File: config.mk
export PLATFORM = sky130hd
export DESIGN_NAME = regfile_op_sequencer_flat
export DESIGN_NICKNAME = d
export VERILOG_FILES = /design/src/rtl/regfile_op_sequencer_pkg.sv /design/src/rtl/regfile_op_sequencer_if.sv /design/src/rtl/regfile_op_sequencer_alu16.sv /design/src/rtl/regfile_op_sequencer.sv /design/src/flat_wrapper.sv
export SDC_FILE = /design/constraint.sdc
export NUM_CORES = 1
export LEC_CHECK = 0
export CAP_MARGIN = 15
export CORE_AREA = 2 2 148 114
export DETAILED_ROUTE_END_ITERATION = 8
export DIE_AREA = 0 0 150 116
export HOLD_SLACK_MARGIN = 0.12
export PLACE_DENSITY = 0.73
export SLEW_MARGIN = 20
export SYNTH_ARGS = -nofsm -noshare
export SYNTH_HDL_FRONTEND = slang
export SYNTH_SLANG_ARGS = --single-unit
File: constraint.sdc
create_clock -name clk -period 6.3 [get_ports clk]
set_clock_uncertainty 0.05 [all_clocks]
set_input_delay 1.26 -clock clk [delete_from_list [all_inputs] [get_ports clk]]
set_output_delay 1.26 -clock clk [all_outputs]
set_load 0.05 [all_outputs]
File: src/rtl/regfile_op_sequencer_pkg.sv
// Shared definitions for the register-file op sequencer: default widths,
// opcode encodings, FSM state encodings and a small flag helper.
package regfile_op_sequencer_pkg;

  localparam int DATA_W_DEF = 16;
  localparam int ADDR_W_DEF = 3;

  // Opcodes carried on cmd_op
  localparam logic [2:0] OP_LDI = 3'd0;
  localparam logic [2:0] OP_MOV = 3'd1;
  localparam logic [2:0] OP_ADD = 3'd2;
  localparam logic [2:0] OP_SUB = 3'd3;
  localparam logic [2:0] OP_AND = 3'd4;
  localparam logic [2:0] OP_OR  = 3'd5;
  localparam logic [2:0] OP_XOR = 3'd6;
  localparam logic [2:0] OP_RD  = 3'd7;

  // Sequencer FSM states
  localparam logic [1:0] ST_IDLE  = 2'd0;
  localparam logic [1:0] ST_READ  = 2'd1;
  localparam logic [1:0] ST_EXEC  = 2'd2;
  localparam logic [1:0] ST_WRITE = 2'd3;

  // Zero flag of a result word
  function automatic logic is_zero(input logic [DATA_W_DEF-1:0] value);
    return (value == {DATA_W_DEF{1'b0}});
  endfunction

endpackage

File: src/rtl/regfile_op_sequencer_if.sv
// Bundle of the command, response and register-file port signals around the
// sequencer. The slave modport is the sequencer itself; the master modport is
// the environment around it (decode logic plus the register file).
interface regfile_op_sequencer_if #(
  parameter int DATA_W = 16,
  parameter int ADDR_W = 3
) ();

  logic              cmd_valid;
  logic              cmd_ready;
  logic [2:0]        cmd_op;
  logic [ADDR_W-1:0] cmd_rd;
  logic [ADDR_W-1:0] cmd_ra;
  logic [ADDR_W-1:0] cmd_rb;
  logic [DATA_W-1:0] cmd_imm;

  logic [ADDR_W-1:0] RA_addr;
  logic [ADDR_W-1:0] RB_addr;
  logic [DATA_W-1:0] RA_data;
  logic [DATA_W-1:0] RB_data;
  logic [ADDR_W-1:0] WR_addr;
  logic [DATA_W-1:0] WR_data;
  logic              WE;

  logic              rsp_valid;
  logic [DATA_W-1:0] rsp_data;
  logic              rsp_carry;
  logic              rsp_zero;

  modport master (
    output cmd_valid, cmd_op, cmd_rd, cmd_ra, cmd_rb, cmd_imm,
    input  cmd_ready,
    input  RA_addr, RB_addr, WR_addr, WR_data, WE,
    output RA_data, RB_data,
    input  rsp_valid, rsp_data, rsp_carry, rsp_zero
  );

  modport slave (
    input  cmd_valid, cmd_op, cmd_rd, cmd_ra, cmd_rb, cmd_imm,
    output cmd_ready,
    output RA_addr, RB_addr, WR_addr, WR_data, WE,
    input  RA_data, RB_data,
    output rsp_valid, rsp_data, rsp_carry, rsp_zero
  );

endinterface

File: src/rtl/regfile_op_sequencer_alu16.sv
// Purely combinational ALU used in the EXEC state. Produces a DATA_W-bit
// result plus a carry; carry is only meaningful for ADD and SUB (not-borrow)
// and is forced to zero for every other operation.
module regfile_alu16
  import regfile_op_sequencer_pkg::*;
#(
  parameter int DATA_W = DATA_W_DEF
) (
  input  logic [2:0]        op,
  input  logic [DATA_W-1:0] op_a,
  input  logic [DATA_W-1:0] op_b,
  input  logic [DATA_W-1:0] imm,
  output logic [DATA_W-1:0] result,
  output logic              carry
);

  logic [DATA_W:0] sum_s;

  // Select the operation; the extra top bit holds the carry out
  always_comb begin
    sum_s = {(DATA_W+1){1'b0}};
    case (op)
      OP_LDI:  sum_s = {1'b0, imm};
      OP_MOV:  sum_s = {1'b0, op_a};
      OP_ADD:  sum_s = {1'b0, op_a} + {1'b0, op_b};
      OP_SUB:  sum_s = {1'b0, op_a} + {1'b0, ~op_b} + {{DATA_W{1'b0}}, 1'b1};
      OP_AND:  sum_s = {1'b0, op_a & op_b};
      OP_OR:   sum_s = {1'b0, op_a | op_b};
      OP_XOR:  sum_s = {1'b0, op_a ^ op_b};
      OP_RD:   sum_s = {1'b0, op_a};
      default: sum_s = {1'b0, op_a};
    endcase
  end

  assign result = sum_s[DATA_W-1:0];
  assign carry  = sum_s[DATA_W];

endmodule

File: src/rtl/regfile_op_sequencer.sv
// Command-driven initiator for the 8x16 register file. One command at a time
// walks IDLE -> READ -> EXEC -> WRITE; operands are captured at the end of
// READ, so a destination that aliases a source is harmless. All outputs are
// registered; WE and rsp_valid are single-cycle pulses in WRITE.
module regfile_op_sequencer
  import regfile_op_sequencer_pkg::*;
#(
  parameter int DATA_W = DATA_W_DEF,
  parameter int ADDR_W = ADDR_W_DEF
) (
  input logic                 clk,
  input logic                 rst_n,
  regfile_op_sequencer_if.slave bus
);

  logic [1:0]        state_r;
  logic [2:0]        op_r;
  logic [ADDR_W-1:0] rd_r;
  logic [DATA_W-1:0] imm_r;
  logic [DATA_W-1:0] op_a_r;
  logic [DATA_W-1:0] op_b_r;

  logic              cmd_ready_r;
  logic [ADDR_W-1:0] ra_addr_r;
  logic [ADDR_W-1:0] rb_addr_r;
  logic [ADDR_W-1:0] wr_addr_r;
  logic [DATA_W-1:0] wr_data_r;
  logic              we_r;
  logic              rsp_valid_r;
  logic [DATA_W-1:0] rsp_data_r;
  logic              rsp_carry_r;
  logic              rsp_zero_r;

  logic [DATA_W-1:0] alu_result_s;
  logic              alu_carry_s;

  regfile_alu16 #(.DATA_W(DATA_W)) u_alu (
    .op     (op_r),
    .op_a   (op_a_r),
    .op_b   (op_b_r),
    .imm    (imm_r),
    .result (alu_result_s),
    .carry  (alu_carry_s)
  );

  // Sequencer FSM: command latch, operand capture, result and write-back pulse
  always_ff @(posedge clk or negedge rst_n) begin
    if (!rst_n) begin
      state_r     <= ST_IDLE;
      op_r        <= 3'd0;
      rd_r        <= {ADDR_W{1'b0}};
      imm_r       <= {DATA_W{1'b0}};
      op_a_r      <= {DATA_W{1'b0}};
      op_b_r      <= {DATA_W{1'b0}};
      cmd_ready_r <= 1'b1;
      ra_addr_r   <= {ADDR_W{1'b0}};
      rb_addr_r   <= {ADDR_W{1'b0}};
      wr_addr_r   <= {ADDR_W{1'b0}};
      wr_data_r   <= {DATA_W{1'b0}};
      we_r        <= 1'b0;
      rsp_valid_r <= 1'b0;
      rsp_data_r  <= {DATA_W{1'b0}};
      rsp_carry_r <= 1'b0;
      rsp_zero_r  <= 1'b0;
    end else begin
      case (state_r)
        ST_IDLE: begin
          if (bus.cmd_valid && cmd_ready_r) begin
            op_r        <= bus.cmd_op;
            rd_r        <= bus.cmd_rd;
            imm_r       <= bus.cmd_imm;
            // Read addresses are presented for the whole READ cycle
            ra_addr_r   <= bus.cmd_ra;
            rb_addr_r   <= bus.cmd_rb;
            cmd_ready_r <= 1'b0;
            state_r     <= ST_READ;
          end
        end
        ST_READ: begin
          op_a_r  <= bus.RA_data;
          op_b_r  <= bus.RB_data;
          state_r <= ST_EXEC;
        end
        ST_EXEC: begin
          rsp_data_r  <= alu_result_s;
          rsp_carry_r <= alu_carry_s;
          rsp_zero_r  <= is_zero(alu_result_s);
          rsp_valid_r <= 1'b1;
          // RD reports only; the write port keeps its previous value
          if (op_r != OP_RD) begin
            we_r      <= 1'b1;
            wr_addr_r <= rd_r;
            wr_data_r <= alu_result_s;
          end else begin
            we_r      <= 1'b0;
          end
          state_r <= ST_WRITE;
        end
        ST_WRITE: begin
          we_r        <= 1'b0;
          rsp_valid_r <= 1'b0;
          cmd_ready_r <= 1'b1;
          state_r     <= ST_IDLE;
        end
        default: begin
          we_r        <= 1'b0;
          rsp_valid_r <= 1'b0;
          cmd_ready_r <= 1'b1;
          state_r     <= ST_IDLE;
        end
      endcase
    end
  end

  assign bus.cmd_ready = cmd_ready_r;
  assign bus.RA_addr   = ra_addr_r;
  assign bus.RB_addr   = rb_addr_r;
  assign bus.WR_addr   = wr_addr_r;
  assign bus.WR_data   = wr_data_r;
  assign bus.WE        = we_r;
  assign bus.rsp_valid = rsp_valid_r;
  assign bus.rsp_data  = rsp_data_r;
  assign bus.rsp_carry = rsp_carry_r;
  assign bus.rsp_zero  = rsp_zero_r;

endmodule

File: src/flat_wrapper.sv
// flat-port wrapper written by rule: the top's interface ports become plain ports
module regfile_op_sequencer_flat import regfile_op_sequencer_pkg::*;
#(
  parameter int DATA_W = DATA_W_DEF,
  parameter int ADDR_W = ADDR_W_DEF
)
  (clk, rst_n, bus_cmd_valid, bus_cmd_op, bus_cmd_rd, bus_cmd_ra, bus_cmd_rb, bus_cmd_imm, bus_cmd_ready, bus_RA_addr, bus_RB_addr, bus_WR_addr, bus_WR_data, bus_WE, bus_RA_data, bus_RB_data, bus_rsp_valid, bus_rsp_data, bus_rsp_carry, bus_rsp_zero);
  regfile_op_sequencer_if #(.DATA_W(DATA_W), .ADDR_W(ADDR_W)) bus_i ();
  input logic clk;
  input logic rst_n;
  input wire logic [$bits(bus_i.cmd_valid)-1:0] bus_cmd_valid;
  input wire logic [$bits(bus_i.cmd_op)-1:0] bus_cmd_op;
  input wire logic [$bits(bus_i.cmd_rd)-1:0] bus_cmd_rd;
  input wire logic [$bits(bus_i.cmd_ra)-1:0] bus_cmd_ra;
  input wire logic [$bits(bus_i.cmd_rb)-1:0] bus_cmd_rb;
  input wire logic [$bits(bus_i.cmd_imm)-1:0] bus_cmd_imm;
  output wire logic [$bits(bus_i.cmd_ready)-1:0] bus_cmd_ready;
  output wire logic [$bits(bus_i.RA_addr)-1:0] bus_RA_addr;
  output wire logic [$bits(bus_i.RB_addr)-1:0] bus_RB_addr;
  output wire logic [$bits(bus_i.WR_addr)-1:0] bus_WR_addr;
  output wire logic [$bits(bus_i.WR_data)-1:0] bus_WR_data;
  output wire logic [$bits(bus_i.WE)-1:0] bus_WE;
  input wire logic [$bits(bus_i.RA_data)-1:0] bus_RA_data;
  input wire logic [$bits(bus_i.RB_data)-1:0] bus_RB_data;
  output wire logic [$bits(bus_i.rsp_valid)-1:0] bus_rsp_valid;
  output wire logic [$bits(bus_i.rsp_data)-1:0] bus_rsp_data;
  output wire logic [$bits(bus_i.rsp_carry)-1:0] bus_rsp_carry;
  output wire logic [$bits(bus_i.rsp_zero)-1:0] bus_rsp_zero;
  assign bus_i.cmd_valid = bus_cmd_valid;
  assign bus_i.cmd_op = bus_cmd_op;
  assign bus_i.cmd_rd = bus_cmd_rd;
  assign bus_i.cmd_ra = bus_cmd_ra;
  assign bus_i.cmd_rb = bus_cmd_rb;
  assign bus_i.cmd_imm = bus_cmd_imm;
  assign bus_cmd_ready = bus_i.cmd_ready;
  assign bus_RA_addr = bus_i.RA_addr;
  assign bus_RB_addr = bus_i.RB_addr;
  assign bus_WR_addr = bus_i.WR_addr;
  assign bus_WR_data = bus_i.WR_data;
  assign bus_WE = bus_i.WE;
  assign bus_i.RA_data = bus_RA_data;
  assign bus_i.RB_data = bus_RB_data;
  assign bus_rsp_valid = bus_i.rsp_valid;
  assign bus_rsp_data = bus_i.rsp_data;
  assign bus_rsp_carry = bus_i.rsp_carry;
  assign bus_rsp_zero = bus_i.rsp_zero;
  regfile_op_sequencer #(.DATA_W(DATA_W), .ADDR_W(ADDR_W)) u_core (.clk(clk), .rst_n(rst_n), .bus(bus_i));
endmodule
# Word-level counts from Yosys, hierarchy flattened

Cells that the tools add are included.

Register bits: 102
Input port bits: 63
Output and inout bits: 46
Logic and storage cells: 53

$add $sub $neg: 3
Equal/unequal tests: 12
Multiplexer cells: 8
Bitwise operators: 4
Reductions and logical operators: 10

Operators by type and width:

| operator                                               | count |
|---|---|
| one-hot mux 17 bit (7 select lines)                    | 1 |
| adder 16 x 16 -> 17 bit                                | 2 |
| adder 17 x 1 -> 17 bit (second input constant)         | 1 |
| bitwise AND 16 bit                                     | 1 |
| logical NOT 16 bit                                     | 1 |
| NOT 16 bit                                             | 1 |
| bitwise OR 16 bit                                      | 1 |
| bitwise XOR 16 bit                                     | 1 |
| == test 3 bit (second input constant)                  | 4 |
| one-hot mux 2 bit (4 select lines)                     | 1 |
| == test 3 x 2 -> 1 bit (second input constant)         | 2 |
| one-hot mux 1 bit (2 select lines)                     | 3 |
| AND reduction 2 bit                                    | 3 |
| == test 2 bit (second input constant)                  | 2 |
| nonzero test 2 bit                                     | 2 |
| == test 3 x 1 -> 1 bit (second input constant)         | 1 |
| logical NOT 3 bit                                      | 1 |
| inequality test 3 bit (second input constant)          | 1 |
| == test 2 x 1 -> 1 bit (second input constant)         | 1 |
| logical NOT 2 bit                                      | 1 |
| 2-to-1 mux 1 bit                                       | 2 |
| 2-to-1 mux 2 bit                                       | 1 |
| inequality test 2 x 1 -> 1 bit (second input constant) | 1 |
| OR reduction 2 bit                                     | 1 |
| logical AND 1 bit                                      | 1 |

# Longest topological paths before layout

Gate-level depths: netlist of the first run.

Depth after elaboration: 5
Depth in mapped cells: 13

# Modules after synthesis

Synthesis of the first run repeated with hierarchy kept, for this count alone.

Cell total of the unflattened synthesis: 717
Area total of the unflattened synthesis: 7,065.5 µm²

By module, submodules not included:

| module               | instances | cells each | area an instance (µm²) | sequential area each (µm²) |
|---|---|---|---|---|
| regfile_op_sequencer | 1         | 238        | 3,978.8                | 2,553.7 |
| regfile_alu16        | 1         | 479        | 3,086.7                | 0.0 |

# Worst setup path before layout of the first run

OpenSTA, ideal clock, no wires.

Kind: register -> register
Start point: register u_core.op_a_r[0]
End point: register u_core.rsp_zero_r (netlist: u_core.bus.rsp_zero)
Setup time: 0.076 ns
Arrival time: 3.055 ns
Required time: 6.174 ns
Path slack: 3.119 ns
Stages on the path, launching flop included: 14
Period minus slack after synthesis: 3.181 ns
Cell sequence: dfrtp_1 -> inv_1 -> ha_1 -> inv_1 -> fa_1 -> nor2b_1 -> o311ai_1 -> a211oi_2 -> nor3_1 -> xor2_1 -> a21o_1 -> o22a_1 -> or4_1 -> o21ai_1

Cells in the longest elaborated chain, start to end: 4

RTL lines:

| what                                  | line                             | source |
|---|---|---|
| from (decl)                           | regfile_op_sequencer.sv:20       | `logic [DATA_W-1:0] op_a_r;` |
| from (signal assigned)                | regfile_op_sequencer.sv:53       | `op_a_r <= {DATA_W{1'b0}};` |
| from (signal assigned)                | regfile_op_sequencer.sv:80       | `op_a_r <= bus.RA_data;` |
| adder 16 x 16 -> 17 bit               | regfile_op_sequencer_alu16.sv:26 | `OP_SUB: sum_s = {1'b0, op_a} + {1'b0, ~op_b} + {{DATA_W{1'b0}}, 1'b1};` |
| adder 17 x 1 -> 17 bit                | regfile_op_sequencer_alu16.sv:26 |  |
| one-hot mux 17 bit (7 select lines) * | regfile_op_sequencer_alu16.sv:22 | `case (op)` |
| logical NOT 16 bit *                  | regfile_op_sequencer_pkg.sv:26   | `return (value == {DATA_W_DEF{1'b0}});` |
| to (signal assigned)                  | regfile_op_sequencer.sv:87       | `rsp_zero_r <= is_zero(alu_result_s);` |
| to (decl)                             | regfile_op_sequencer.sv:32       | `logic rsp_zero_r;` |

Mark *: on every way between the ends. The rest lies on a longest branch, timed or not.
A chain may end at the register's enable or synchronous reset.

# Worst setup path in the final report of the first run

Same ends and word-level chain as after synthesis.

==> flow_summary.ini, run 1 <==
[detailed_routing]
antenna_left = 0
vias = 5995
drt_iter0_drc = 518
drc = 0
wl_um = 19000
drtPass1Iterations = 5
wl_per_cell_um = 18.0
vias_per_cell = 5.69

[place]
dp.cells = 1037
dp.final_hpwl_um = 13800
post-place-ws_ns = 2.70
gp_congestion = 0.964
port_buffers = 108

[logic_synthesis]
synth.mux.area_fraction = 0.0925
synth_area_per_cell_um2 = 9.06
synth_xor_area_frac = 0.00892
syn_area_mm2 = 0.00687
ys.flop_type = dfrtp_1
ys_types = 73
synth_edf_count = 0
yosys_warnings = 0
synth_compound_area_frac = 0.217
yosys.area_share.adder = 0.108
syn_inst = 759
synth_top_family_by_area = compound AO/OA/AOI/OAI gates
ys_seq_elements = 102
async_flop_share = 1.00
syn_nets = 880
ys_seq_area_frac = 0.372
synthSimpleGateAreaFrac = 0.147

[outcome]
status = complete, no violations

[cts]
cts-root-buf = clkbuf_16
post_cts_buffers = 0
cts_inserted_buffers = 9
htreeDepth = 3
clk_path_buf_depth = 2
hold_buffers = 0
ctsResizeCount = 0
clock-sinks = 102
path_clk_slew_ns = 0.08
cts_tree = built
clock_latency_ns = 0.35

[worst_setup_path]
worstPathMaxFanout = 5
critPathBufInv = 2
reg2reg_slack_ns = 2.68
cpMostUsedCell = inv_1
cpLargestDelayFamily = compound AO/OA/AOI/OAI gates
cp_data_arrival_time_ns = 3.85
crit_path_end_kind = flip-flop
slowest_stage = or4_1
criticalPathCategory = flip-flop to flip-flop
worstSetupStartpointType = flip-flop
cpPeakStageDelay_ns = 0.52
crit_chain = inv_1 > ha_1 > inv_1 > fa_1 > nor2b_1 > o311ai_1 > a211oi_2 > nor3_1 > xor2_1 > a21o_1 > o22a_1 > or4_1 > o21ai_1
required_ns = 6.53

[floorplan]
die_h_um = 116
die_w_um = 150
core.rowCount = 40
io-pin-count = 109
initial_core_util = 0.435
coreArea_mm2 = 0.0158
dieArea_mm2 = 0.0174

[timing]
hold_viol = 0
fin_crit_ns = 3.62
rsz0062_at_grt = no
slew_headroom = 0.350
fin_crit_sh = 0.574
fmaxAchievable_mhz = 276
finalSetupTns_ns = 0
slew_violations = 0
setup_viol = 0
worst_slew_pin_slew_ns = 0.971
finalWorstSetupSlack_ns = 2.68

[finish]
num_antenna_cells = 0
drive_gt1_frac = 0.102
n_fill_cell = 1472
final_common_cell = clkdlybuf4s50_1
layout.nets = 959
final_util = 0.532
area_growth_pct = 22.4
final_cell_mix = clkdlybuf4s50_1, dfrtp_1, nand2_1
instances_no_fill = 1053

[grt]
grt_usage = 0.224
grt_pass1_vias = 5721
grt_antenna_before_repair = 0
grt_overflow = 0
grt_max_degree = 65
grt_pass1_wl_um = 30700

[run]
maxCapViolCount = 0

[worst_hold_path]
min_path_type = flip-flop to flip-flop
area by class of cell:
class                      count  area, um^2  share of cell area
multi-input combinational    559        3950               0.469
sequential                   102        2550               0.303
timing repair buffer         116        1140               0.135
tap                          210         263              0.0312
clock buffer                   9         225              0.0268
inverter                      50         188              0.0223
clock inverter                 7        97.6              0.0116
worst paths after layout:
check                                   endpoint                  start  depth (start not counted)
max in group asynchronous       u_core.op_a_r[3]                  rst_n                          2
setup / recovery             u_core.bus.rsp_zero       u_core.op_a_r[0]                         13
setup reg to reg             u_core.bus.rsp_zero       u_core.op_a_r[0]                         13
hold / removal             u_core.bus.WR_data[1]  u_core.bus.WR_data[1]                          2
min in group asynchronous      u_core.op_b_r[14]                  rst_n                          1
hold reg to reg            u_core.bus.WR_data[1]  u_core.bus.WR_data[1]                          2
routing by layer:
layer	track usage	vias to the layer above	share of wire
met3	0.0563	33	0.098
met1	0.330	2828	0.46
met2	0.336	279	0.42
li1	-	2855	-
met5	0	-	0
met4	0.0409	0	0.014
flip-flops by register name (all words and copies together), names as in the netlist, 2 cells and up:
| register | count |
|---|---|
| u_core.op_r | 3 |
| u_core.imm_r | 16 |
| u_core.state_r | 2 |
| u_core.bus.WR_data | 16 |
| u_core.bus.rsp_data | 16 |
| u_core.op_a_r | 16 |
| u_core.bus.RB_addr | 3 |
| u_core.op_b_r | 16 |
| u_core.bus.WR_addr | 3 |
| u_core.bus.RA_addr | 3 |
| u_core.rd_r | 3 |
cells by family after synthesis:
family,Yosys count
adders and majority gates,58
buffers and inverters,98
and+or+nand+nor,212
xor gates and xnor gates,7
DFF,102
AOI/OAI and AO/OA,225
muxes,57
per-stage QoR:
stage | hold WS (ns) | instance area, um^2
6_report | 0.433 | 8420
5_1_grt | 0.471 | 8420
4_1_cts | 0.438 | 8410
3_5_place_dp | 0.421 | 8080
3_3_place_gp | 0.414 | 8080
2_1_floorplan | 0.421 | 6870
synthesized netlist by cell type, types with 12 or more instances:
cell	instances	area share
a21oi_1	44	0.032
clkbuf_1	32	0.017
dfrtp_1	101	0.37
ha_1	56	0.10
inv_1	50	0.027
mux2_2	48	0.079
nand2_1	70	0.038
nand2b_1	20	0.018
nand3_1	12	0.0087
nor2_1	56	0.031
nor3_1	12	0.0087
o21ai_0	62	0.045
worst reg2reg max path: stages, from the launching register on:
cell,delay [ns]
dfrtp_1,0.38
inv_1,0.14
ha_1,0.19
inv_1,0.06
fa_1,0.45
nor2b_1,0.16
o311ai_1,0.47
a211oi_2,0.21
nor3_1,0.28
xor2_1,0.10
a21o_1,0.19
o22a_1,0.21
or4_1,0.52
o21ai_1,0.13
Power of run 1 is left out: the tool's default activity adds up to more than one toggle a clock period on the data nets, which glitch-free logic cannot reach.
==> inputs of run 2 (changes only) <==
PLACE_DENSITY = 0.75   (was 0.73)
clock period = 3.3 ns   (was 6.3 ns; I/O delays follow)
==> run 2 against run 1 <==
  * Global-route usage increased by 0.65 points
  * Critical endpoint unchanged
  * Core utilization increased by 2.6 points
  * Highest routed layer unchanged
  * Worst hold slack got worse by 0.20 ns
  * Count of clock-buffer cells in the layout unchanged
==> flow_summary.ini, run 2 (synthesized netlist as in run 1, its figures left out) <==
[timing]
finalSetupTns_ns = 0
slew_headroom = 0.600
hold_viol = 0
setup_viol = 0
fmaxAchievable_mhz = 313
fin_crit_sh = 0.968
fin_hold_ws_ns = 0.230
worst_slew_pin_slew_ns = 0.595
slew_violations = 0
fin_crit_ns = 3.19

[floorplan]
io-pin-count = 109
core.rowCount = 40
coreArea_mm2 = 0.0158
die_w_um = 150
dieArea_mm2 = 0.0174
initial_core_util = 0.435
die_h_um = 116

[grt]
grt_usage = 0.230
grt_antenna_before_repair = 0
grt_pass1_wl_um = 31400
grt_max_degree = 60
grt_pass1_vias = 5974
grt_overflow = 0

[place]
port_buffers = 108
gp_congestion = 0.985
dp.final_hpwl_um = 15100

[detailed_routing]
wl_um = 20000
wl_per_cell_um = 18.2
vias = 6209
vias_per_cell = 5.64
drt_iter0_drc = 548
drc = 0
antenna_left = 0
drtPass1Iterations = 7

[worst_setup_path]
worstSetupStartpointType = flip-flop
required_ns = 3.53
criticalPathCategory = flip-flop to flip-flop
reg2reg_slack_ns = 0.11
slowest_stage = or4_1
cp_data_arrival_time_ns = 3.43
worstPathMaxFanout = 4
cpPeakStageDelay_ns = 0.51
crit_path_end_kind = flip-flop
crit_chain = inv_1 > ha_1 > nor2_1 > o311ai_2 > buf_4 > a211oi_4 > o21ai_1 > mux2_4 > a221oi_2 > nor2_1 > or4_1 > o21ai_1
r2r_cells = 12

[outcome]
status = complete, no violations

[cts]
cts_inserted_buffers = 9
cts-root-buf = clkbuf_16
cts_tree = built
clock-sinks = 102
clock_latency_ns = 0.37
path_clk_slew_ns = 0.09
clk_path_buf_depth = 2
hold_buffers = 0
htreeDepth = 3

[run]
maxCapViolCount = 0

[finish]
final_cell_mix = clkdlybuf4s50_1, dfrtp_1, nand2_1
layout.nets = 1006
num_antenna_cells = 0
final_util = 0.558
drive_gt1_frac = 0.162
area_growth_pct = 28.4
final_common_cell = clkdlybuf4s50_1

[worst_hold_path]
min_path_type = input port to asynchronous set/reset pin
## run 2: stage by stage
stage | area, um^2 | setup WS (ns) | std cells
2_1_floorplan | 6870 | 0.119 | 759
3_3_place_gp | 8420 | 0.107 | 1078
3_5_place_dp | 8420 | 0.0419 | 1078
4_1_cts | 8730 | 0.0241 | 1094
5_1_grt | 8820 | -0.0409 | 1100
6_report | 8820 | 0.106 | 1100
## run 2: cell type report
| class | instances | area [um^2] |
|---|---|---|
| Timing Repair Buffer | 163 | 1520 |
| Multi-Input combinational cell | 559 | 3990 |
| Fill cell | 1473 | 6990 |
| Clock inverter | 7 | 86.3 |
| Tap cell | 210 | 263 |
| Clock buffer | 9 | 225 |
| Inverter | 50 | 188 |
| Sequential cell | 102 | 2550 |
## run 2: critical path, delay by kind of cell (launching register included)
kind                       cells  cell delay [ns]
muxes                          1             0.32
adders and majority gates      1             0.29
and+or+nand+nor                3             0.81
AOI/OAI and AO/OA              5             0.92
buffers and inverters          2             0.30
DFF                            1             0.42
## run 2: worst paths after layout
path                                         end             startpoint
hold reg to reg            u_core.bus.WR_data[8]  u_core.bus.WR_data[8]
hold / removal                  u_core.op_a_r[2]                  rst_n
max in group asynchronous   u_core.bus.cmd_ready                  rst_n
setup / recovery             u_core.bus.rsp_zero       u_core.op_a_r[1]
setup reg to reg             u_core.bus.rsp_zero       u_core.op_a_r[1]
min in group clk           u_core.bus.WR_data[8]  u_core.bus.WR_data[8]
## run 2: timing repair
| action | 4_1_cts | 5_1_grt |
|---|---|---|
| setup endpoints to repair | 1 | 4 |
| gates resized for setup | 1 | 11 |
| buffers inserted | 0 | 6 |
| pin swaps | 0 | 7 |
## run 2: routing by layer
| metal | GRT usage | vias up | routed length [um] |
|---|---|---|---|
| met5 | 0 | - | 0 |
| met2 | 0.349 | 255 | 8560 |
| met4 | 0.0585 | 0 | 349 |
| met1 | 0.337 | 2970 | 9620 |
| li1 | - | 2953 | - |
| met3 | 0.0480 | 31 | 1470 |
Power of run 2 is left out for the same reason.
